===== config.mk =====
export PLATFORM = sky130hd
export DESIGN_NAME = adder_share_arbiter
export DESIGN_NICKNAME = d
export VERILOG_FILES = /design/src/rtl/adder_arb_pkg.sv /design/src/rtl/adder_share_arbiter_rr_picker.sv /design/src/rtl/adder_share_arbiter.sv
export SDC_FILE = /design/constraint.sdc
export NUM_CORES = 1
export LEC_CHECK = 0
export BUFFER_PORTS_ARGS = -buffer_cell sky130_fd_sc_hd__buf_2
export CAP_MARGIN = 25
export CORE_MARGIN = 2
export CORE_UTILIZATION = 44
export CTS_CLUSTER_DIAMETER = 30
export CTS_CLUSTER_SIZE = 16
export DETAILED_ROUTE_END_ITERATION = 10
export GPL_ROUTABILITY_DRIVEN = 0
export PLACE_DENSITY = 0.9
export SLEW_MARGIN = 20
export SYNTH_ARGS = -nofsm -noshare
export SYNTH_HDL_FRONTEND = slang
export SYNTH_SLANG_ARGS = --single-unit

===== constraint.sdc =====
create_clock -name clk -period 2.6 [get_ports clk]
set_clock_uncertainty 0.2 [all_clocks]
set_input_delay 0.13 -clock clk [delete_from_list [all_inputs] [get_ports clk]]
set_output_delay 0.13 -clock clk [all_outputs]
set_load 0.005 [all_outputs]

===== src/rtl/adder_arb_pkg.sv =====
// adder_arb_pkg: FSM state encoding and default widths shared by the adder share arbiter.
package adder_arb_pkg;
   typedef enum logic [1:0] {IDLE, CALC, RESP} state_t;
   localparam int DEF_WIDTH = 6;
   localparam int DEF_RES_W = 8;
endpackage


===== src/rtl/adder_share_arbiter_rr_picker.sv =====
// rr_picker: combinational round-robin search from i_ptr upward, wrapping modulo NREQ.
module rr_picker #(
   parameter int NREQ = 4,
   parameter int IDW  = $clog2(NREQ)
) (
   input  logic [NREQ-1:0] i_req,
   input  logic [IDW-1:0]  i_ptr,
   output logic [NREQ-1:0] o_gnt,
   output logic [IDW-1:0]  o_idx,
   output logic            o_any
);
   int             w_j;
   logic [IDW-1:0] w_pos;
   // Walk offsets from farthest to nearest so the closest requester wins.
   always_comb begin
      w_j   = 0;
      w_pos = '0;
      o_idx = '0;
      o_any = |i_req;
      for (int k = NREQ - 1; k >= 0; k--) begin
         w_j   = int'(i_ptr) + k;
         w_j   = (w_j >= NREQ) ? w_j - NREQ : w_j;
         w_pos = IDW'(w_j);
         o_idx = i_req[w_pos] ? w_pos : o_idx;
      end
      o_gnt = o_any ? (NREQ'(1) << o_idx) : '0;
   end
endmodule


===== src/rtl/adder_share_arbiter.sv =====
// adder_share_arbiter: round-robin time-sharing of one adder between NREQ requesters,
// registering the granted operands and returning the tagged result on a response channel.
module adder_share_arbiter
   import adder_arb_pkg::*;
#(
   parameter int NREQ  = 4,
   parameter int WIDTH = DEF_WIDTH,
   parameter int RES_W = WIDTH + 2,
   parameter int IDW   = $clog2(NREQ)
) (
   input  logic                  clk,
   input  logic                  rst_n,
   input  logic [NREQ-1:0]       req_valid,
   output logic [NREQ-1:0]       req_ready,
   input  logic [NREQ*WIDTH-1:0] req_a,
   input  logic [NREQ*WIDTH-1:0] req_b,
   input  logic [NREQ-1:0]       req_cin,
   output logic [WIDTH-1:0]      add_a,
   output logic [WIDTH-1:0]      add_b,
   output logic                  add_cin,
   input  logic [RES_W-1:0]      add_res,
   output logic                  rsp_valid,
   input  logic                  rsp_ready,
   output logic [IDW-1:0]        rsp_id,
   output logic [RES_W-1:0]      rsp_data,
   output logic                  busy
);
   state_t           r_state, w_next;
   logic [IDW-1:0]   r_ptr, w_idx;
   logic [NREQ-1:0]  w_gnt;
   logic             w_any;
   logic [WIDTH-1:0] w_a [NREQ];
   logic [WIDTH-1:0] w_b [NREQ];

   for (genvar g = 0; g < NREQ; g++) begin : g_unpack
      assign w_a[g] = req_a[g*WIDTH +: WIDTH];
      assign w_b[g] = req_b[g*WIDTH +: WIDTH];
   end

   rr_picker #(.NREQ(NREQ), .IDW(IDW)) u_pick (
      .i_req (req_valid),
      .i_ptr (r_ptr),
      .o_gnt (w_gnt),
      .o_idx (w_idx),
      .o_any (w_any)
   );

   assign req_ready = (r_state == IDLE) ? w_gnt : '0;
   assign busy      = r_state != IDLE;

   always_ff @(posedge clk or negedge rst_n)
      if (!rst_n) r_state <= IDLE;
      else        r_state <= w_next;

   always_comb begin
      w_next = r_state;
      case (r_state)
         IDLE:    w_next = w_any ? CALC : IDLE;
         CALC:    w_next = RESP;
         RESP:    w_next = rsp_ready ? IDLE : RESP;
         default: w_next = IDLE;
      endcase
   end

   // Operands stay on the adder after completion; only a new grant replaces them.
   always_ff @(posedge clk or negedge rst_n) begin
      if (!rst_n) begin
         r_ptr     <= '0;
         add_a     <= '0;
         add_b     <= '0;
         add_cin   <= 1'b0;
         rsp_valid <= 1'b0;
         rsp_id    <= '0;
         rsp_data  <= '0;
      end else begin
         if (r_state == IDLE && w_any) begin
            add_a   <= w_a[w_idx];
            add_b   <= w_b[w_idx];
            add_cin <= req_cin[w_idx];
            rsp_id  <= w_idx;
            r_ptr   <= (w_idx == IDW'(NREQ - 1)) ? '0 : w_idx + 1'b1;
         end
         if (r_state == CALC) begin
            rsp_data  <= add_res;
            rsp_valid <= 1'b1;
         end
         if (r_state == RESP && rsp_ready) rsp_valid <= 1'b0;
      end
   end
endmodule

# Word level (Yosys, flattened, before mapping)
# Cells that the tools add are included.
# W data, S select, Z words.
# word_totals
in_bits,67
word_cells,69
out_inout_bits,29
regBits,28
# op_classes
bitwise_logic,1
eq_ne,3
addsub,8
mux,32
n_shift,1
n_lt_le_gt_ge,10
reduce_logical,6
# ops
op,count
$bmux W6 S2,2
$mux W6,4
$mux W2,10
$lt A2 B3 Y1 const B,5
$ge A3 B3 Y1 const B,4
$bmux W1 S2,5
$mux W1,8
$mux W4,2
$sub A2 B1 Y2 const B,4
$add A2 B2 Y3 const B,2
$pmux W2 S3,1
$eq A2 B2 Y1 const B,2
$reduce_bool A2 Y1,2
$reduce_or A4 Y1,1
$shl A1 B2 Y4 const A,1
$add A2 B1 Y3 const B,1
$ge A2 B3 Y1 const B,1
$not A2 Y3,1
$add A2 B1 Y2 const B,1
$eq A2 B1 Y1 const B,1
$logic_and A1 B1 Y1,2
$logic_not A2 Y1,1

# Depth between registers and ports, before layout
# depth
ltp_word,13
depth_mapped,7
ltp_nobuf,5

# By module
# A second synthesis with hierarchy kept.
# unflattened
cells_unflattened,120
area_unflattened_um2,1682.9
# by_module_without_submodules
module,cells_each,seq_area_each_um2,area_per_inst_um2,n_inst
adder_share_arbiter,87,700.7,1471.4,1
rr_picker,33,0.0,211.5,1

# Worst setup path before layout
# OpenSTA, ideal clock, no wires.
# synth_timing
kind,reg2reg
startpoint,register r_ptr[1]
endpoint,register add_b[1]
n_path_buf,2
arrival_time_ns,1.551
setup_slack_ns,0.716
synth_period_minus_slack_ns,1.884
required_time_ns,2.268
setup_time_ns,0.132
path_stages_with_launch,7
cell_sequence,dfrtp_1 > o32a_2 > and2_4 > buf_8 > buf_8 > a211oi_1 > a211oi_1
# synth_via
elab_chain_len,13
word_cells_on_any_way,31
cone_classes,add/sub: 7; order compare: 4; mux: 19; bitwise: 1
# synth_rtl
element,line_no,rtl
start: declaration,adder_share_arbiter.sv:29,"logic [IDW-1:0] r_ptr, w_idx;"
start signal: assignment,adder_share_arbiter.sv:81,r_ptr <= (w_idx == IDW'(NREQ - 1)) ? '0 : w_idx + 1'b1;
$add A2 B2 Y3,adder_share_arbiter_rr_picker.sv:21,w_j = int'(i_ptr) + k;
$ge A3 B3 Y1 or $sub A2 B1 Y2 (tied branches),adder_share_arbiter_rr_picker.sv:22,w_j = (w_j >= NREQ) ? w_j - NREQ : w_j;
$mux W2,adder_share_arbiter_rr_picker.sv:22,
$bmux W1 S2,adder_share_arbiter_rr_picker.sv:24,o_idx = i_req[w_pos] ? w_pos : o_idx;
$mux W1 (implied by the code),adder_share_arbiter_rr_picker.sv:24,
$mux W2 (3 in a row),adder_share_arbiter_rr_picker.sv:24,
$mux W2 (*),adder_share_arbiter_rr_picker.sv:24,
$not A2 Y3 (implied by the code) (*),adder_share_arbiter.sv:78,add_b <= w_b[w_idx];
$bmux W6 S2 (*),adder_share_arbiter.sv:78,
$mux W6 (implied by the code) (*) (2 in a row),adder_share_arbiter.sv:78,
end signal: assignment,adder_share_arbiter.sv:78,
end: declaration,adder_share_arbiter.sv:19,"output logic [WIDTH-1:0] add_b,"
# Every way passes the cells marked *; elsewhere a longest branch is shown, timed or not. The select of a mux whose other input is x is not followed.
# A chain may end at the register's enable or synchronous reset.

# Worst setup path in the final report
# layout_timing
startpoint,register r_state[1]
endpoint,output req_ready[2]
# layout_via
elab_chain_len,2
# layout_rtl
element,line_no,rtl
start: declaration,adder_share_arbiter.sv:28,"state_t r_state, w_next;"
start signal: assignment,adder_share_arbiter.sv:53,else r_state <= w_next;
$logic_not A2 Y1,adder_share_arbiter.sv:48,assign req_ready = (r_state == IDLE) ? w_gnt : '0;
$mux W4,adder_share_arbiter.sv:48,
end: declaration,adder_share_arbiter.sv:14,"output logic [NREQ-1:0] req_ready,"
# No other way between the ends.

==> impl_metrics.env <==
export IMPL_crit_buf_inv=1
export IMPL_worst_path_max_delay_cell="sky130_fd_sc_hd__o221ai_2"
export IMPL_track_usage=0.217
export IMPL_hp_class="in -> reg"
export IMPL_yosys_top_cells_area="sky130_fd_sc_hd__dfrtp_1, sky130_fd_sc_hd__a211oi_2, sky130_fd_sc_hd__mux2i_1"
export IMPL_crit_cells=5
export IMPL_first_pass_iters=4
export IMPL_avgRoutedWirePerCell_um=14.9
export IMPL_clock_tree_htree_level_count=1
export IMPL_power_net_switching_mw=0.899
export IMPL_antennaDiodeCount=0
export IMPL_maxClockFrequency_ghz=0.416
export IMPL_detail_route_antenna_nets=0
export IMPL_wirelength_met1_um=1890
export IMPL_dieArea_um2=4250
export IMPL_final_max_slew_violation_count=0
export IMPL_detail_route_wirelength_um=4510
export IMPL_drc=0
export IMPL_synth_top_family_by_area="compound AO/OA/AOI/OAI gates"
export IMPL_yosys_area_share_simple=0.0873
export IMPL_worst_setup_path_endpoint="req_ready[2]"
export IMPL_rsz0062_at_grt="false"
export IMPL_layout_area_seq_um2=701
export IMPL_top_metal_used="met4"
export IMPL_holdPathStages=3
export IMPL_part_of_the_power_in_registers=0.348
export IMPL_synth_avg_cell_area_um2=11.1
export IMPL_most_repeated_cell_in_the_gate_level_netlist_after_synthesis="sky130_fd_sc_hd__dfrtp_1"
export IMPL_powerDensity_nw_per_um2=988
export IMPL_worstPathRequired_ns=2.27
export IMPL_slowest_delay_ns=0.44
export IMPL_worstPathCellList="or2_1 > nor2_1 > o221ai_2 > nor2_1 > buf_2"
export IMPL_ys_async_sr_fraction=1.00
export IMPL_mapped_cell_area_um2=1650
export IMPL_post_synth_edffs=0
export IMPL_worstSetupStartpointType="flip-flop"
export IMPL_ys_flop_type="sky130_fd_sc_hd__dfrtp_1"
export IMPL_n_fill_cell=320
export IMPL_layout_cells_sized_above_1=0.508
export IMPL_failing_checks="hold timing"
export IMPL_timing_final_crit_share=0.925
export IMPL_area_growth_pct=39.8
export IMPL_worst_slew_pin_transition_ns=0.929
export IMPL_cpLargestDelayFamily="simple AND/OR/NAND/NOR gates"
export IMPL_max_vdd_ir_drop_uv=471
export IMPL_synth_adder_area_share=0
export IMPL_cts_post_setup_buffers_inserted=0
export IMPL_swShare=0.394
export IMPL_met3WireLength_um=223
export IMPL_clk_latency_worst_skew_pair_ns=0.27
export IMPL_multi_input_comb_area_um2=841
export IMPL_worstSetupEndpointType="primary output"
export IMPL_synth_cells_most_frequent="sky130_fd_sc_hd__dfrtp_1, sky130_fd_sc_hd__nor2_1, sky130_fd_sc_hd__a211oi_1, sky130_fd_sc_hd__a21boi_0, sky130_fd_sc_hd__mux2i_1"
export IMPL_yosysTopAreaCellShare=0.425
export IMPL_fp_dieH_um=65.2
export IMPL_timing_final_ws_setup_ns=0.195
export IMPL_synth_area_mux_share=0.143
export IMPL_dr_wl_met2_um=2320
export IMPL_max_fanout_on_critical_path=15
export IMPL_crit_reg_reg_endpoint="add_b[2]$_DFFE_PN0P_"
export IMPL_synthCells=148
export IMPL_seq_area_frac_synth=0.425
export IMPL_io_pins=96
export IMPL_synth_largest_area_cell="sky130_fd_sc_hd__dfrtp_1"
export IMPL_synth_compound_area_frac=0.270
export IMPL_first_pass_grt_wire_length_um=7140
export IMPL_path_class="reg -> out"
export IMPL_floorplan_rows=22
export IMPL_ff2ff_path_depth=5
export IMPL_cts_buffers=3
export IMPL_core_um2=3630
export IMPL_finalNetCount=322
export IMPL_worst_hold_slack_ns=-0.00812
export IMPL_relSlewSlack=0.381
export IMPL_status="finished, violations left"
export IMPL_p_leak_nw=1.12
export IMPL_via_to_cell_ratio=5.08
export IMPL_final_util=0.635
export IMPL_tritoncts="built"
export IMPL_via_count=1535
export IMPL_dp_hpwl_um=3160
export IMPL_drt_iter0_drc=64
export IMPL_worst_endpoint_arrival_ns=2.07
export IMPL_first_global_vias=1551
export IMPL_numClockSinks=28
export IMPL_power_internal_mw=1.38
export IMPL_worst_r2r_setup_slack_ns=0.40
export IMPL_pwr_share_clk=0.119
export IMPL_synth_warnings=0
export IMPL_synthXorXnorAreaFrac=0.00531
export IMPL_antenna_violations_before_repair=0
export IMPL_port_buffers=95
export IMPL_pre_cts_ws_ns=0.361
export IMPL_crit_path_frequent_cell="sky130_fd_sc_hd__nor2_1"
export IMPL_ys_ff_latch=28
export IMPL_netlist_cell_type_count=31
export IMPL_period_needed_ns=2.40
export IMPL_cts_root_buf="sky130_fd_sc_hd__clkbuf_8"
export IMPL_power_share_combinational=0.533
export IMPL_hold_start="req_a[7]"
export IMPL_max_clock_path_buffers=2
export IMPL_max_cap_violations=0
export IMPL_hold_violations=2
export IMPL_critical_path_reg2reg_startpoint="r_state[1]$_DFF_PN0_"
export IMPL_critical_path_startpoint="r_state[1]$_DFF_PN0_"
export IMPL_synthesis_nets=215
export IMPL_die_x_um=65.2
export IMPL_grt_start_max_net_pins=32
export IMPL_finalSetupViolations=0
export IMPL_globalRouteOverflowTotal=0
export IMPL_totalNegativeSetupSlack_ns=0
export IMPL_initial_core_util=0.454
export IMPL_clkSlewWorstSetupHoldPaths_ns=0.10
flip-flops by register name, indices dropped and copies added, names as in the netlist:
register	count
add_cin	1
add_b	6
rsp_valid	1
r_ptr	2
rsp_id	2
add_a	6
r_state	2
rsp_data	8
layout make-up:
cell class,instances,area share
Multi-Input combinational cell,107,0.365
Sequential cell,28,0.304
Timing Repair Buffer,112,0.277
Tap cell,48,0.0260
Clock buffer,4,0.0239
Inverter,3,0.00488
worst min path at each step:
| stage | to | slack [ns] |
|---|---|---|
| 6_report | add_a[1]$_DFFE_PN0P_ | -0.008 |
| 5_1_grt | add_a[1]$_DFFE_PN0P_ | 0.01 |
| 4_1_cts | add_a[1]$_DFFE_PN0P_ | 0.0008 |
| 3_5_place_dp | r_state[1]$_DFF_PN0_ | -0.02 |
| 3_3_place_gp | rsp_data[2]$_DFFE_PN0P_ | -0.02 |
| 2_1_floorplan | add_a[0]$_DFFE_PN0P_ | -0.37 |
placed cells by master (no fill, tap or decap), drive strengths merged, types with 2 or more instances in the layout:
master,count
a211oi,26
a21boi,14
a21o,2
a21oi,4
and2,3
buf,98
clkbuf,4
dfrtp,28
dlygate4sd3,14
inv,3
mux2,9
mux2i,13
nand2,4
nor2,19
o21ai,3
per-layer routing:
metal,GRT usage,vias up
met5,0,-
met4,0.0833,0
met3,0.0223,6
met2,0.385,59
met1,0.270,712
li1,-,758
worst register-to-register path: cells and delay by family, from the launching register on:
kind,cells,cell delay (ns)
flip-flops,1,0.41
AO/OA/AOI/OAI,3,0.89
AND/OR/NAND/NOR,2,0.59
cell families after synthesis:
| kind of cell | Yosys count |
|---|---|
| xor+xnor | 1 |
| flops | 28 |
| simple gates | 30 |
| mux | 22 |
| compound gates | 53 |
| buf+inv | 14 |
through the flow:
step	instances	total power [mW]	hold slack (ns)	instance area, um2
2_1_floorplan	148	1.64	-0.366	1650
3_3_place_gp	283	1.94	-0.0218	2100
6_report	302	2.28	-0.00812	2310
5_1_grt	302	2.46	0.0105	2310
3_5_place_dp	283	2.00	-0.0166	2100
4_1_cts	301	2.28	0.000838	2300
power by group through the flow:
stage / logic [mW] / registers (mW) / clock network [mW]
global placement: 1.16 / 0.787 / 0
finish: 1.21 / 0.794 / 0.271
floorplan: 0.833 / 0.805 / 0
CTS: 1.21 / 0.791 / 0.272
detailed placement: 1.20 / 0.799 / 0
global route: 1.34 / 0.826 / 0.295
timing repair:
action	in CTS	in global routing
endpoints found under the setup margin	0	3
hold buffers	14	0
endpoints found under the hold margin	40	0
resized for setup	0	0
(Power assumes the default switching activity.)
